[src/rtl/fetch_pkg.sv]
// fetch_pkg
//   Shared types and constants for the instruction fetch queue.
//   - FETCH_PC_W    : default program-counter width
//   - NOP_INS       : instruction word shown to the decoder when there is no
//                     usable instruction (empty queue or fetch address error)
//   - fetch_entry_t : one buffered fetch result {pc, ins, adel}
package fetch_pkg;

  localparam int FETCH_PC_W = 32;

  localparam logic [31:0] NOP_INS = 32'h0000_0000;

  typedef struct packed {
    logic [FETCH_PC_W-1:0] pc;
    logic [31:0]           ins;
    logic                  adel;
  } fetch_entry_t;

endpackage

[src/rtl/inst_fetch_queue.sv]
// inst_fetch_queue
//   Decoupling FIFO between the I-cache side of fetch and the ID-stage decoder.
//   Entries are {pc, instruction, fetch-address-error}. The head entry is
//   presented first-word-fall-through from registered storage; an empty
//   queue presents a NOP. Flush (redirect/exception/eret) discards everything.
//
// Ports
//   clk        in   single clock, all state on posedge
//   rst        in   synchronous active-high reset
//   flush      in   discard all entries; wins over push/pop
//   in_valid   in   fetch side presents an entry
//   in_ready   out  entry accepted this cycle (= not full)
//   in_pc      in   pc of fetched instruction
//   in_ins     in   fetched instruction word
//   in_adel    in   fetch address error flag
//   out_valid  out  head entry valid (= not empty)
//   out_ready  in   decoder consumes head this cycle
//   out_pc     out  head pc, 0 when empty
//   out_ins    out  head instruction, NOP when empty or head has adel
//   out_adel   out  head carries fetch address error, 0 when empty
//   count      out  occupancy
module inst_fetch_queue
  import fetch_pkg::*;
#(
  parameter int DEPTH = 4,
  parameter int PC_W  = FETCH_PC_W
) (
  input  logic                       clk,
  input  logic                       rst,
  input  logic                       flush,
  input  logic                       in_valid,
  output logic                       in_ready,
  input  logic [PC_W-1:0]            in_pc,
  input  logic [31:0]                in_ins,
  input  logic                       in_adel,
  output logic                       out_valid,
  input  logic                       out_ready,
  output logic [PC_W-1:0]            out_pc,
  output logic [31:0]                out_ins,
  output logic                       out_adel,
  output logic [$clog2(DEPTH+1)-1:0] count
);

  localparam int PTR_W = $clog2(DEPTH);
  localparam int CNT_W = $clog2(DEPTH+1);

  logic [PTR_W-1:0] rd_ptr_reg;
  logic [PTR_W-1:0] wr_ptr_reg;
  logic [CNT_W-1:0] count_reg;
  fetch_entry_t     mem_reg [DEPTH];

  logic         full;
  logic         empty;
  logic         push;
  logic         pop;
  logic         clear;
  fetch_entry_t in_entry;
  fetch_entry_t head;

  // Occupancy alone decides full/empty; pointers may be equal in both cases.
  assign full  = (count_reg == CNT_W'(DEPTH));
  assign empty = (count_reg == '0);

  // in_ready depends only on the registered count, so a pop in the same
  // cycle never opens room for a push into a full queue.
  assign push  = in_valid && !full;
  assign pop   = out_ready && !empty;
  assign clear = rst || flush;

  assign in_entry.pc   = in_pc;
  assign in_entry.ins  = in_ins;
  assign in_entry.adel = in_adel;

  // Pointers and occupancy; power-of-two DEPTH gives natural wrap.
  always_ff @(posedge clk) begin
    if (clear) begin
      rd_ptr_reg <= '0;
      wr_ptr_reg <= '0;
      count_reg  <= '0;
    end else begin
      if (push) wr_ptr_reg <= wr_ptr_reg + PTR_W'(1);
      if (pop)  rd_ptr_reg <= rd_ptr_reg + PTR_W'(1);
      if (push && !pop)      count_reg <= count_reg + CNT_W'(1);
      else if (pop && !push) count_reg <= count_reg - CNT_W'(1);
    end
  end

  // Storage is not reset; stale contents are masked by the empty check.
  // A write never targets the head slot while the head is visible, so the
  // outputs stay stable during a decoder stall.
  always_ff @(posedge clk) begin
    if (push && !clear) begin
      mem_reg[wr_ptr_reg] <= in_entry;
    end
  end

  assign head = mem_reg[rd_ptr_reg];

  always_comb begin
    in_ready  = !full;
    out_valid = !empty;
    out_pc    = '0;
    out_ins   = NOP_INS;
    out_adel  = 1'b0;
    if (!empty) begin
      out_pc   = head.pc;
      out_adel = head.adel;
      // Garbage behind an address error must not look like a reserved
      // instruction to the decoder; the adel flag carries the real cause.
      if (!head.adel) out_ins = head.ins;
    end
  end

  assign count = count_reg;

endmodule

[config.mk]
export PLATFORM = sky130hd
export DESIGN_NAME = inst_fetch_queue
export DESIGN_NICKNAME = d
export VERILOG_FILES = /design/src/rtl/fetch_pkg.sv /design/src/rtl/inst_fetch_queue.sv
export SDC_FILE = /design/constraint.sdc
export NUM_CORES = 1
export LEC_CHECK = 0
export BUFFER_PORTS_ARGS = -buffer_cell sky130_fd_sc_hd__clkbuf_2
export CAP_MARGIN = 40
export CORE_MARGIN = 5
export CORE_UTILIZATION = 62
export DETAILED_ROUTE_END_ITERATION = 6
export GPL_TIMING_DRIVEN = 0
export PLACE_DENSITY = 0.85
export REMOVE_ABC_BUFFERS = 1
export SLEW_MARGIN = 25
export SYNTH_ARGS = -nofsm -noshare
export SYNTH_HDL_FRONTEND = slang
export SYNTH_SLANG_ARGS = --single-unit
[constraint.sdc]
create_clock -name clk -period 5.5 [get_ports clk]
set_input_delay 1.1 -clock clk [delete_from_list [all_inputs] [get_ports clk]]
set_output_delay 1.1 -clock clk [all_outputs]
set_load 0.02 [all_outputs]
After elaboration in Yosys (flattened, before gate mapping)
Memory sizes are Yosys's and may differ from the RTL's. A register that Yosys moved wholly into a read port is not among the register bits.
Index checks and enable logic that the tools add are counted.
- add/subtract/negate cells: 4
- equality and inequality tests: 1
- multiplexer cells: 10
- reductions and logical operators: 13
- operators with widths (kind ; number):
    $mux 32 ; 3
    $mux 3 ; 2
    $logic_and 1x1->1 ; 5
    $logic_not 1->1 ; 5
    $add 2x1->2 const B ; 2
    $mux 2 ; 2
    $add 3x1->3 const B ; 1
    $eq 3x3->1 const B ; 1
    $logic_not 3->1 ; 1
    $mux 1 ; 3
    $sub 3x1->3 const B ; 1
    $reduce_bool 2->1 ; 1
    $logic_or 1x1->1 ; 1
- register bits: 7
- RAM bits: 260
- bits of input ports: 70
- word-level logic and storage cells: 32
- memories: 1
- memory list (name ; words ; bits a word ; rd ports ; clocked after Yosys merged registers in ; wr ports ; line ; text):
    mem_reg ; 4 ; 65 ; 1 ; 1 ; 1 ; inst_fetch_queue.sv:50 ; fetch_entry_t mem_reg [DEPTH];

Logic depth before layout (Yosys ltp)
Gate-level depths: netlist of run 1.
- word-level depth: 7
- gate-level depth with buffers: 9
- depth with buffers taken out: 8

Worst setup path before layout of run 1
OpenSTA, ideal clock, no wires.
- path kind: reg-to-output
- from: register count_reg[0], in the netlist count[0]
- to: output out_ins[0]
- arrival time: 1775 ps
- setup slack: 2625 ps
- cell stages (with the launch flop): 5
- buffers on the path: 1
- path through: dfxtp_1 -> nor3_2 -> a211o_1 -> buf_6 -> o32ai_1
- longest elaborated chain between the ends: 2
- ends and longest elaborated chain (item ; line ; text):
    start, declared ; inst_fetch_queue.sv:49 ; logic [CNT_W-1:0] count_reg;
    start signal, assigned ; inst_fetch_queue.sv:83 ; if (push && !pop) count_reg <= count_reg + CNT_W'(1);
    start signal, assigned ; inst_fetch_queue.sv:84 ; else if (pop && !push) count_reg <= count_reg - CNT_W'(1);
    $logic_not 3->1 ; inst_fetch_queue.sv:62 ; assign empty = (count_reg == '0);
    $mux 32 ; inst_fetch_queue.sv:105 ; if (!empty) begin
    end, declared ; inst_fetch_queue.sv:39 ; output logic [31:0] out_ins,
Every way passes these cells.

Final worst setup path of run 1
- from: register count_reg[1], in the netlist count[1]
- to: output out_ins[12]
Same word-level chain as after synthesis.

==> flow_summary_export.csv, run 1 <==
group,metric,value,unit
routing,drt_iter0_markers,338,
timing,fin_crit_sh,0.722,
global_route,gr-total-overflow,0,
timing,max_freq,0.252,GHz
yosys,avgSynthCellArea,19.4,um^2
timing,final_max_slew_viol_count,0,
die,core,16600,um^2
power,powerDensity,353,nW/um^2
cells_and_area,largest_register_ffs,260,
clock_tree,cts_tree,"yes",
yosys,synthSimpleGateAreaFrac,0.0433,
critical_path,setup.worst_path.start_class,"flip-flop",
cells_and_area,fin_nets,762,
die,ios,140,
global_route,grt_pass1_vias,5761,
power,p_comb_frac,0.089,
yosys,synth_xor_area_frac,0.00249,
timing,max-slew-margin-rel,0.497,
yosys,syn-cell-area,10500,um^2
global_route,grt_usage,0.204,
die,start_util,0.634,
placed_design,place_hpwl,11.7,mm
power,power.share.clock,0.384,
critical_path,cp_max_fo,31,
critical_path,timing_worst_setup_path_type,"reg -> out",
placed_design,routabilityCongestion,0.750,
cells_and_area,layout.cells.non_filler,923,
clock_tree,cts_buffers,26,
routing,antenna_left,0,
clock_tree,root_buffer,"clkbuf_16",
timing,min_period,3.97,ns
routing,avgRoutedWirePerCell,21.6,um
critical_path,cp.required,4.40,ns
yosys,synth_top_family_by_area,"multiplexers",
clock_tree,htree_levels,1,
critical_path,endpoint_kind,"primary output",
run_status,status,"completed",
global_route,antenna_found_initial,0,
yosys,synth_edf_count,260,
timing,worst_slack,1.53,ns
clock_tree,insertion_delay,0.51,ns
cells_and_area,area_growth_syn_to_layout,17.0,%
power,swShare,0.217,
yosys,ys_types,37,
timing,final-hold-violation-count,0,
timing,fin_hold_ws,0.496,ns
placed_design,place_area,11500,um^2
yosys,synth_compound_area_frac,0.0348,
die,rows,47,
cells_and_area,fin_area,12300,um^2
routing,drc,0,
routing,drt-pass1-iter-count,7,
clock_tree,cts_resized,0,
power,ir_drop,0.000239,V
hold_path,hp-class,"reg -> reg",
clock_tree,postCtsSetupBuffers,0,
cells_and_area,drive_gt1_frac,0.370,
timing,finalSetupTns,0,ns
clock_tree,cts-hold-fix-buffers,0,
timing,skew,0.00691,ns
routing,wirelength,20.0,mm
power,leakage,0.00411,uW
yosys,syn_inst,543,
yosys,yosys_warnings,0,
yosys,ys_ff_latch,269,
routing,vias_per_cell,5.90,
timing,rsz0062_at_grt,"no",
yosys,synth_fa_ha_area_frac,0.00783,
yosys,synthArstFlopShare,0,
global_route,grt_start_max_net_pins,59,
power,p_seq_frac,0.526,
cells_and_area,fillers,976,
job,maxCapViolations,0,
yosys,synth_flop_cell,"edfxtp_1",
yosys,synthMuxAreaShare,0.133,
cells_and_area,diodes,0,
timing,worstMarginPinSlew,0.752,ns
clock_tree,clkSinkCount,269,
power,internal_power,3410,uW
die,die_x,140,um
critical_path,crit_arrival,2.87,ns
yosys,synth_seq_area_share,0.757,
placed_design,post-place-ws,2.08,ns
routing,vias,5443,
timing,setup_violations,0,
power,p_sw,946,uW
die,die_height,140,um
placed_design,dp_cells,878,
die,design.die.area,19700,um^2
clock_tree,cts_buffer_depth,3,
global_route,grt_first_pass_wirelength,31.3,mm
clock_tree,clk_transition_reported_paths,0.06,ns
placed_design,port_buffers,139,
==> placed cells by master (no fill, tap or decap), drive strengths merged, types with 4 or more instances in the layout <==
cell    instances
clkinv          8
nor2            5
mux2i          33
buf             9
and2           33
ha              5
mux4           32
o32ai          31
dfxtp           9
nand2          35
mux2           31
and3            4
inv             6
clkbuf        174
edfxtp        260
==> layout make-up <==
class / instances / area (um^2) / share of cell area
sequential: 269 / 8000 / 0.648
multi-input combinational: 235 / 2350 / 0.191
timing repair buffer: 148 / 883 / 0.0716
clock buffer: 35 / 706 / 0.0572
tap: 220 / 275 / 0.0223
clock inverter: 10 / 101 / 0.00822
inverter: 6 / 22.5 / 0.00183
==> worst paths after layout <==
kind	start	end	slack, ns	cells after the start
max reg2reg	count[1]	count[2]	3.12	8
max	count[1]	out_ins[12]	1.53	5
min reg2reg	rd_ptr_reg[1]	flip-flop	0.50	2
min	rd_ptr_reg[1]	flip-flop	0.50	2
==> metrics by stage <==
step	power [uW]	util
floorplan	2550	-
global placement	2700	0.680
detailed placement	2720	0.693
CTS	4390	0.741
global route	4520	0.741
finish	4350	0.741
==> power by group through the flow <==
| stage | registers (uW) | logic [uW] | clock network (uW) |
|---|---|---|---|
| 6_report | 2290 | 389 | 1670 |
| 3_5_place_dp | 2330 | 391 | 0 |
| 4_1_cts | 2290 | 393 | 1700 |
| 2_1_floorplan | 2340 | 210 | 0 |
| 5_1_grt | 2290 | 418 | 1810 |
| 3_3_place_gp | 2350 | 352 | 0 |
==> routing by layer <==
metal  share of wire  wire, um  track usage
met5               0         0            0
met4           0.018       357       0.0490
met3           0.083      1660       0.0474
met2            0.51     10200        0.360
met1            0.39      7730        0.258
==> Yosys cell counts, drive strengths merged (2+ instances only) <==
cell type	number	area, um^2
nor2	5	18.8
or3	2	13.8
a21oi	2	10.0
and3	4	30.0
buf	23	166
edfxtp	260	7810
o21ai	3	15.0
dfxtp	9	180
mux2i	33	330
mux4	32	721
ha	5	62.6
mux2	31	349
inv	6	22.5
and2	33	209
nand4	2	12.5
clkbuf	10	37.5
o32ai	31	272
a211oi	3	22.5
nand2	35	131
xor2	3	26.3
o31ai	2	20.0
==> kinds of logic after synthesis <==
group,Yosys count
compound gates,44
xor+xnor,3
fa+ha+maj,6
buf+inv,39
flops,269
mux,96
simple gates,86
==> worst max-delay path, stage by stage (launching register included) <==
cell and delay [ns]:
dfxtp_1 0.51, nor3_2 0.14, inv_1 0.42, nand2_2 0.59
o32ai_1 0.44, clkbuf_2 0.25
Note: power is estimated with default switching activity, not from simulation.
==> run 2: changes to the inputs <==
ABC_AREA = 1   (was not set)
CORE_UTILIZATION = 58   (was 62)
PLACE_DENSITY = 0.8   (was 0.85)
clock period = 3.7 ns   (was 5.5 ns; I/O delays follow)
==> run 2 against run 1 <==
Compared with the run above: count of clock-buffer cells in the layout decreased by 3; non-clock buffer count increased by 8; highest routed layer unchanged; utilization decreased by 4.1 points; largest cell class unchanged; critical endpoint is now out_ins[2]; worst hold slack worse by 0.052 ns.
==> flow_summary_export.csv, run 2 <==
group,metric,value,unit
yosys,synth.most_common_cell,"edfxtp_1",
yosys,syn-cell-area,11000,um^2
clock_tree,htree_levels,1,
critical_path,cp_max_fo,46,
cells_and_area,final_cell_mix,"edfxtp_1, nand2_1, nor2_1, clkbuf_2, inv_1",
cells_and_area,diodes,0,
timing,fin_crit_sh,0.910,
yosys,synthArstFlopShare,0,
routing,drc,0,
cells_and_area,area_growth_syn_to_layout,18.8,%
global_route,grt_first_pass_wirelength,35.0,mm
hold_path,hp-class,"in -> reg",
yosys,synth_area_leaders,"edfxtp_1, nand2_1, nor2_1, inv_1, o21ai_0",
yosys,avgSynthCellArea,11.1,um^2
critical_path,setup.worst_path.start_class,"flip-flop",
placed_design,port_buffers,139,
routing,drt-pass1-iter-count,5,
timing,skew,0.00829,ns
cells_and_area,largest_register_ffs,260,
die,die_x,148,um
clock_tree,cts-hold-fix-buffers,0,
critical_path,timing_worst_setup_path_type,"reg -> out",
timing,final-hold-violation-count,0,
critical_path,cp.required,2.96,ns
clock_tree,root_buffer,"clkbuf_16",
timing,worstMarginPinSlew,0.714,ns
global_route,grt_start_max_net_pins,85,
routing,drt_iter0_markers,448,
timing,setup_violations,0,
clock_tree,cts_tree,"yes",
critical_path,crit_arrival,2.63,ns
die,start_util,0.589,
global_route,antenna_found_initial,0,
clock_tree,cts_buffers,26,
power,power,6540,uW
clock_tree,cts_buffer_depth,3,
critical_path,endpoint_kind,"primary output",
critical_path,path_cells,"buf_16 > inv_4 > nand3_1 > nand2_1 > nand2_4 > nor2_1 > clkbuf_2",
die,core,18700,um^2
placed_design,place_hpwl,13.3,mm
timing,max-slew-margin-rel,0.524,
yosys,ys_ff_latch,269,
timing,max_freq,0.297,GHz
critical_path,worst_path_max_delay_cell,"dfxtp_4",
clock_tree,clk_transition_reported_paths,0.06,ns
clock_tree,clkSinkCount,269,
cells_and_area,fin_nets,1209,
yosys,yosysTopAreaCell,"edfxtp_1",
die,ios,140,
die,design.die.area,21900,um^2
placed_design,routabilityCongestion,0.726,
die,die_height,148,um
critical_path,critPathTopFamily,"buffers and inverters",
cells_and_area,fin_area,13100,um^2
critical_path,critPathBufInv,3,
power,powerDensity,499,nW/um^2
global_route,grt_usage,0.199,
yosys,synth_edf_count,260,
global_route,gr-total-overflow,0,
timing,final_max_slew_viol_count,0,
critical_path,critical_path.max_stage_delay,0.44,ns
cells_and_area,drive_gt1_frac,0.174,
clock_tree,insertion_delay,0.51,ns
power,ir_drop,0.000393,V
placed_design,place_area,12300,um^2
routing,antenna_left,0,
power,leakage,0.00542,uW
routing,vias,7163,
yosys,synth_flop_cell,"edfxtp_1",
yosys,syn_inst,997,
global_route,grt_pass1_vias,7103,
routing,vias_per_cell,5.18,
timing,min_period,3.37,ns
job,maxCapViolations,0,
cells_and_area,final_common_cell,"edfxtp_1",
routing,wirelength,22.0,mm
run_status,status,"completed",
cells_and_area,fillers,1273,
yosys,ys_types,18,
routing,avgRoutedWirePerCell,15.9,um
die,rows,50,
yosys,yosys_warnings,0,
yosys,yosysTopAreaCellShare,0.708,
timing,rsz0062_at_grt,"no",
yosys,synth_commonest_cells,"edfxtp_1, nand2_1, nor2_1",
yosys,synth_seq_area_share,0.725,
-- run 2: cell types whose count changed after synthesis, sizes merged, moves of 4 or more --
| cell | change |
|---|---|
| nand2 | +212 |
| nor2 | +169 |
| inv | +106 |
| o21ai | +61 |
| nand3 | +38 |
| a21oi | +34 |
| and2 | -33 |
| mux2i | -33 |
| mux4 | -32 |
| mux2 | -31 |
| o32ai | -31 |
| buf | +16 |
| and3 | -4 |
-- run 2: worst register-to-register path, delay by kind of cell (launching register included) --
| kind | cells | cell delay, ns |
|---|---|---|
| compound gates | 1 | 0.41 |
| simple gates | 3 | 1.08 |
| buf+inv | 2 | 0.43 |
| flops | 1 | 0.41 |
-- run 2: repair_timing --
item | CTS | global route
gates resized for setup | 0 | 1
endpoints found under the setup margin | 0 | 31
buffers inserted | 0 | 0
-- run 2: cell families (layout without fill, tap and decap cells) --
family          Yosys count  after routing  synth area share
simple gates            460            460             0.161
flops                   269            269             0.725
buf+inv                 160            312            0.0597
compound gates          101            101            0.0461
fa+ha+maj                 6              6           0.00749
xor+xnor                  1              1          0.000795
-- run 2: stage by stage --
stage | instances | setup slack (ns) | utilization | setup TNS (ns) | hold slack (ns)
6_report | 1383 | 0.334 | 0.700 | 0 | 0.443
5_1_grt | 1383 | 0.128 | 0.700 | 0 | 0.420
4_1_cts | 1383 | 0.0630 | 0.700 | 0 | 0.423
3_5_place_dp | 1339 | 0.585 | 0.655 | 0 | 0.474
3_3_place_gp | 1322 | -5.66 | 0.629 | -1136.61 | 0.484
2_1_floorplan | 949 | -2.11 | - | -310.57 | 0.467
-- run 2: area by class of cell --
class	instances	area, um^2	share of cell area
tap	234	293	0.0224
inverter	112	428	0.0327
clock buffer	32	694	0.0530
multi-input combinational	568	2410	0.184
timing repair buffer	156	1130	0.0866
clock inverter	12	131	0.0100
sequential	269	8000	0.611
-- run 2: where the power goes --
part	internal (uW)	total, uW	switching (uW)
Clock	1530	2530	1010
Combinational	182	602	420
Sequential	3380	3400	17.8
Total	5090	6540	1440
-- run 2: path summary, 6_finish.rpt --
kind                                     from             end  slack [ns]  depth (start not counted)
worst max-delay path                flip-flop      out_ins[2]        0.33                          7
worst min-delay path               in_ins[26]  mem_reg[2][27]        0.44                          1
worst max register to register       count[1]  mem_reg[1][20]        1.04                          6
worst min register to register  rd_ptr_reg[1]       flip-flop        0.48                          2
-- run 2: per-layer routing --
layer,GRT usage,share of wire
met1,0.254,0.41
met2,0.351,0.51
met4,0.0559,0.019
met3,0.0386,0.066
met5,0,0
==> run 3: changes to the inputs <==
CORE_MARGIN = 8   (was 5)
==> run 3 against run 2 <==
Compared with the run above: final area increased by 0.38%; clock power increased by 4%; sequential power about the same; count of clock-buffer cells in the layout decreased by 1; highest routed layer is now met5; clock skew increased by 0.017 ns.
==> flow_summary_export.csv, run 3 (same netlist as run 2, synthesis figures left out) <==
group,metric,value,unit
global_route,grt_first_pass_wirelength,35.4,mm
global_route,grt_usage,0.187,
global_route,gr-total-overflow,0,
global_route,grt_start_max_net_pins,89,
cells_and_area,final_common_cell,"edfxtp_1",
placed_design,place_hpwl,13.7,mm
global_route,antenna_found_initial,1,
routing,drc,0,
critical_path,critPathBufInv,4,
timing,final-hold-violation-count,0,
timing,max-slew-margin-rel,0.528,
critical_path,timing_worst_setup_path_type,"reg -> out",
run_status,status,"completed",
clock_tree,postCtsSetupBuffers,0,
hold_path,hp-class,"in -> reg",
die,start_util,0.589,
timing,finalSetupTns,0,ns
routing,vias,7174,
die,die_x,154,um
critical_path,critPathTopFamily,"buffers and inverters",
timing,min_period,3.48,ns
cells_and_area,largest_register_ffs,260,
timing,final_max_slew_viol_count,0,
critical_path,crit_arrival,2.74,ns
critical_path,endpoint_kind,"primary output",
die,rows,50,
power,leakage,0.00545,uW
clock_tree,root_buffer,"clkbuf_16",
clock_tree,cts_buffers,26,
routing,antenna_left,0,
clock_tree,htree_levels,1,
critical_path,setup.worst_path.start_class,"flip-flop",
timing,setup_violations,0,
hold_path,hp-start,"in_ins[18]",
timing,fin_crit_sh,0.941,
clock_tree,cts_tree,"yes",
critical_path,critical_path.max_stage_delay,0.46,ns
routing,vias_per_cell,5.18,
cells_and_area,drive_gt1_frac,0.176,
critical_path,path_cells,"buf_16 > buf_16 > inv_6 > nand2_1 > nand3_1 > nand2_1 > nand2_8 > nor2_1 > clkbuf_2",
critical_path,cp_max_fo,62,
placed_design,routabilityCongestion,0.741,
die,design.die.area,23700,um^2
routing,drt-pass1-iter-count,4,
die,ios,140,
critical_path,worst_path_max_delay_cell,"dfxtp_4",
routing,wirelength,22.8,mm
routing,avgRoutedWirePerCell,16.4,um
power,ir_drop,0.000657,V
clock_tree,cts-hold-fix-buffers,0,
global_route,grt_pass1_vias,7158,
timing,fin_hold_ws,0.430,ns
placed_design,place_area,12300,um^2
clock_tree,insertion_delay,0.52,ns
timing,rsz0062_at_grt,"no",
die,die_height,154,um
critical_path,r2r-start,"count[0]",
clock_tree,cts_buffer_depth,3,
routing,drt_iter0_markers,470,
power,powerDensity,505,nW/um^2
cells_and_area,final_cell_mix,"edfxtp_1, nand2_1, nor2_1, clkbuf_2, inv_1",
timing,worstMarginPinSlew,0.707,ns
critical_path,cp.required,2.96,ns
cells_and_area,area_growth_syn_to_layout,19.2,%
cells_and_area,fin_nets,1210,
cells_and_area,diodes,0,
clock_tree,clk_transition_reported_paths,0.06,ns
placed_design,port_buffers,139,
die,core,18700,um^2
clock_tree,clkSinkCount,269,
timing,max_freq,0.287,GHz
job,maxCapViolations,0,
cells_and_area,fin_area,13100,um^2
cells_and_area,finish.utilization,0.702,
timing,skew,0.0252,ns
run 3: metal layers:
| metal | track usage | vias up | wire length, um |
|---|---|---|---|
| li1 | - | 3556 | - |
| met3 | 0.0432 | 39 | 1510 |
| met1 | 0.217 | 3381 | 9060 |
| met5 | 0 | - | 13 |
| met2 | 0.344 | 196 | 11800 |
| met4 | 0.0476 | 2 | 363 |
run 3: metrics by stage:
stage	setup slack, ns	total power (uW)	cells
after detailed placement	0.472	4070	1339
after CTS	0.139	6670	1383
final	0.217	6630	1384
after floorplan	-2.11	3810	949
after global placement	-5.43	4050	1322
after global routing	0.00737	6840	1384
run 3: power breakdown:
| group | switching, uW | internal (uW) |
|---|---|---|
| clock | 1030 | 1590 |
| sequential | 16.9 | 3380 |
| combinational | 430 | 185 |
run 3: cell type report:
cell class,instances,area [um^2]
sequential,269,8000
tap,234,293
clock inverter,13,159
fill,1271,5570
clock buffer,31,691
inverter,112,428
multi-input combinational,568,2420
timing repair buffer,157,1150
run 3: timing repair:
item / 4_1_cts / 5_1_grt
gates resized for setup: 1 / 1
endpoints found under the setup margin: 6 / 1
cloned: 0 / 1
run 3: worst register-to-register path, stage by stage, from the launching register on:
cell and delay (ns):
dfxtp_1 0.41, nor2_1 0.09, a21boi_0 0.42, nand2_1 0.37
nor2_4 0.50, buf_16 0.25, buf_16 0.19, buf_16 0.19
run 3: worst paths after layout:
check | endpoint | slack [ns] | cells after the start
setup / recovery | out_ins[21] | 0.22 | 9
hold / removal | mem_reg[1][19] | 0.43 | 1
setup reg to reg | mem_reg[3][33] | 0.97 | 7
hold reg to reg | flip-flop | 0.50 | 2
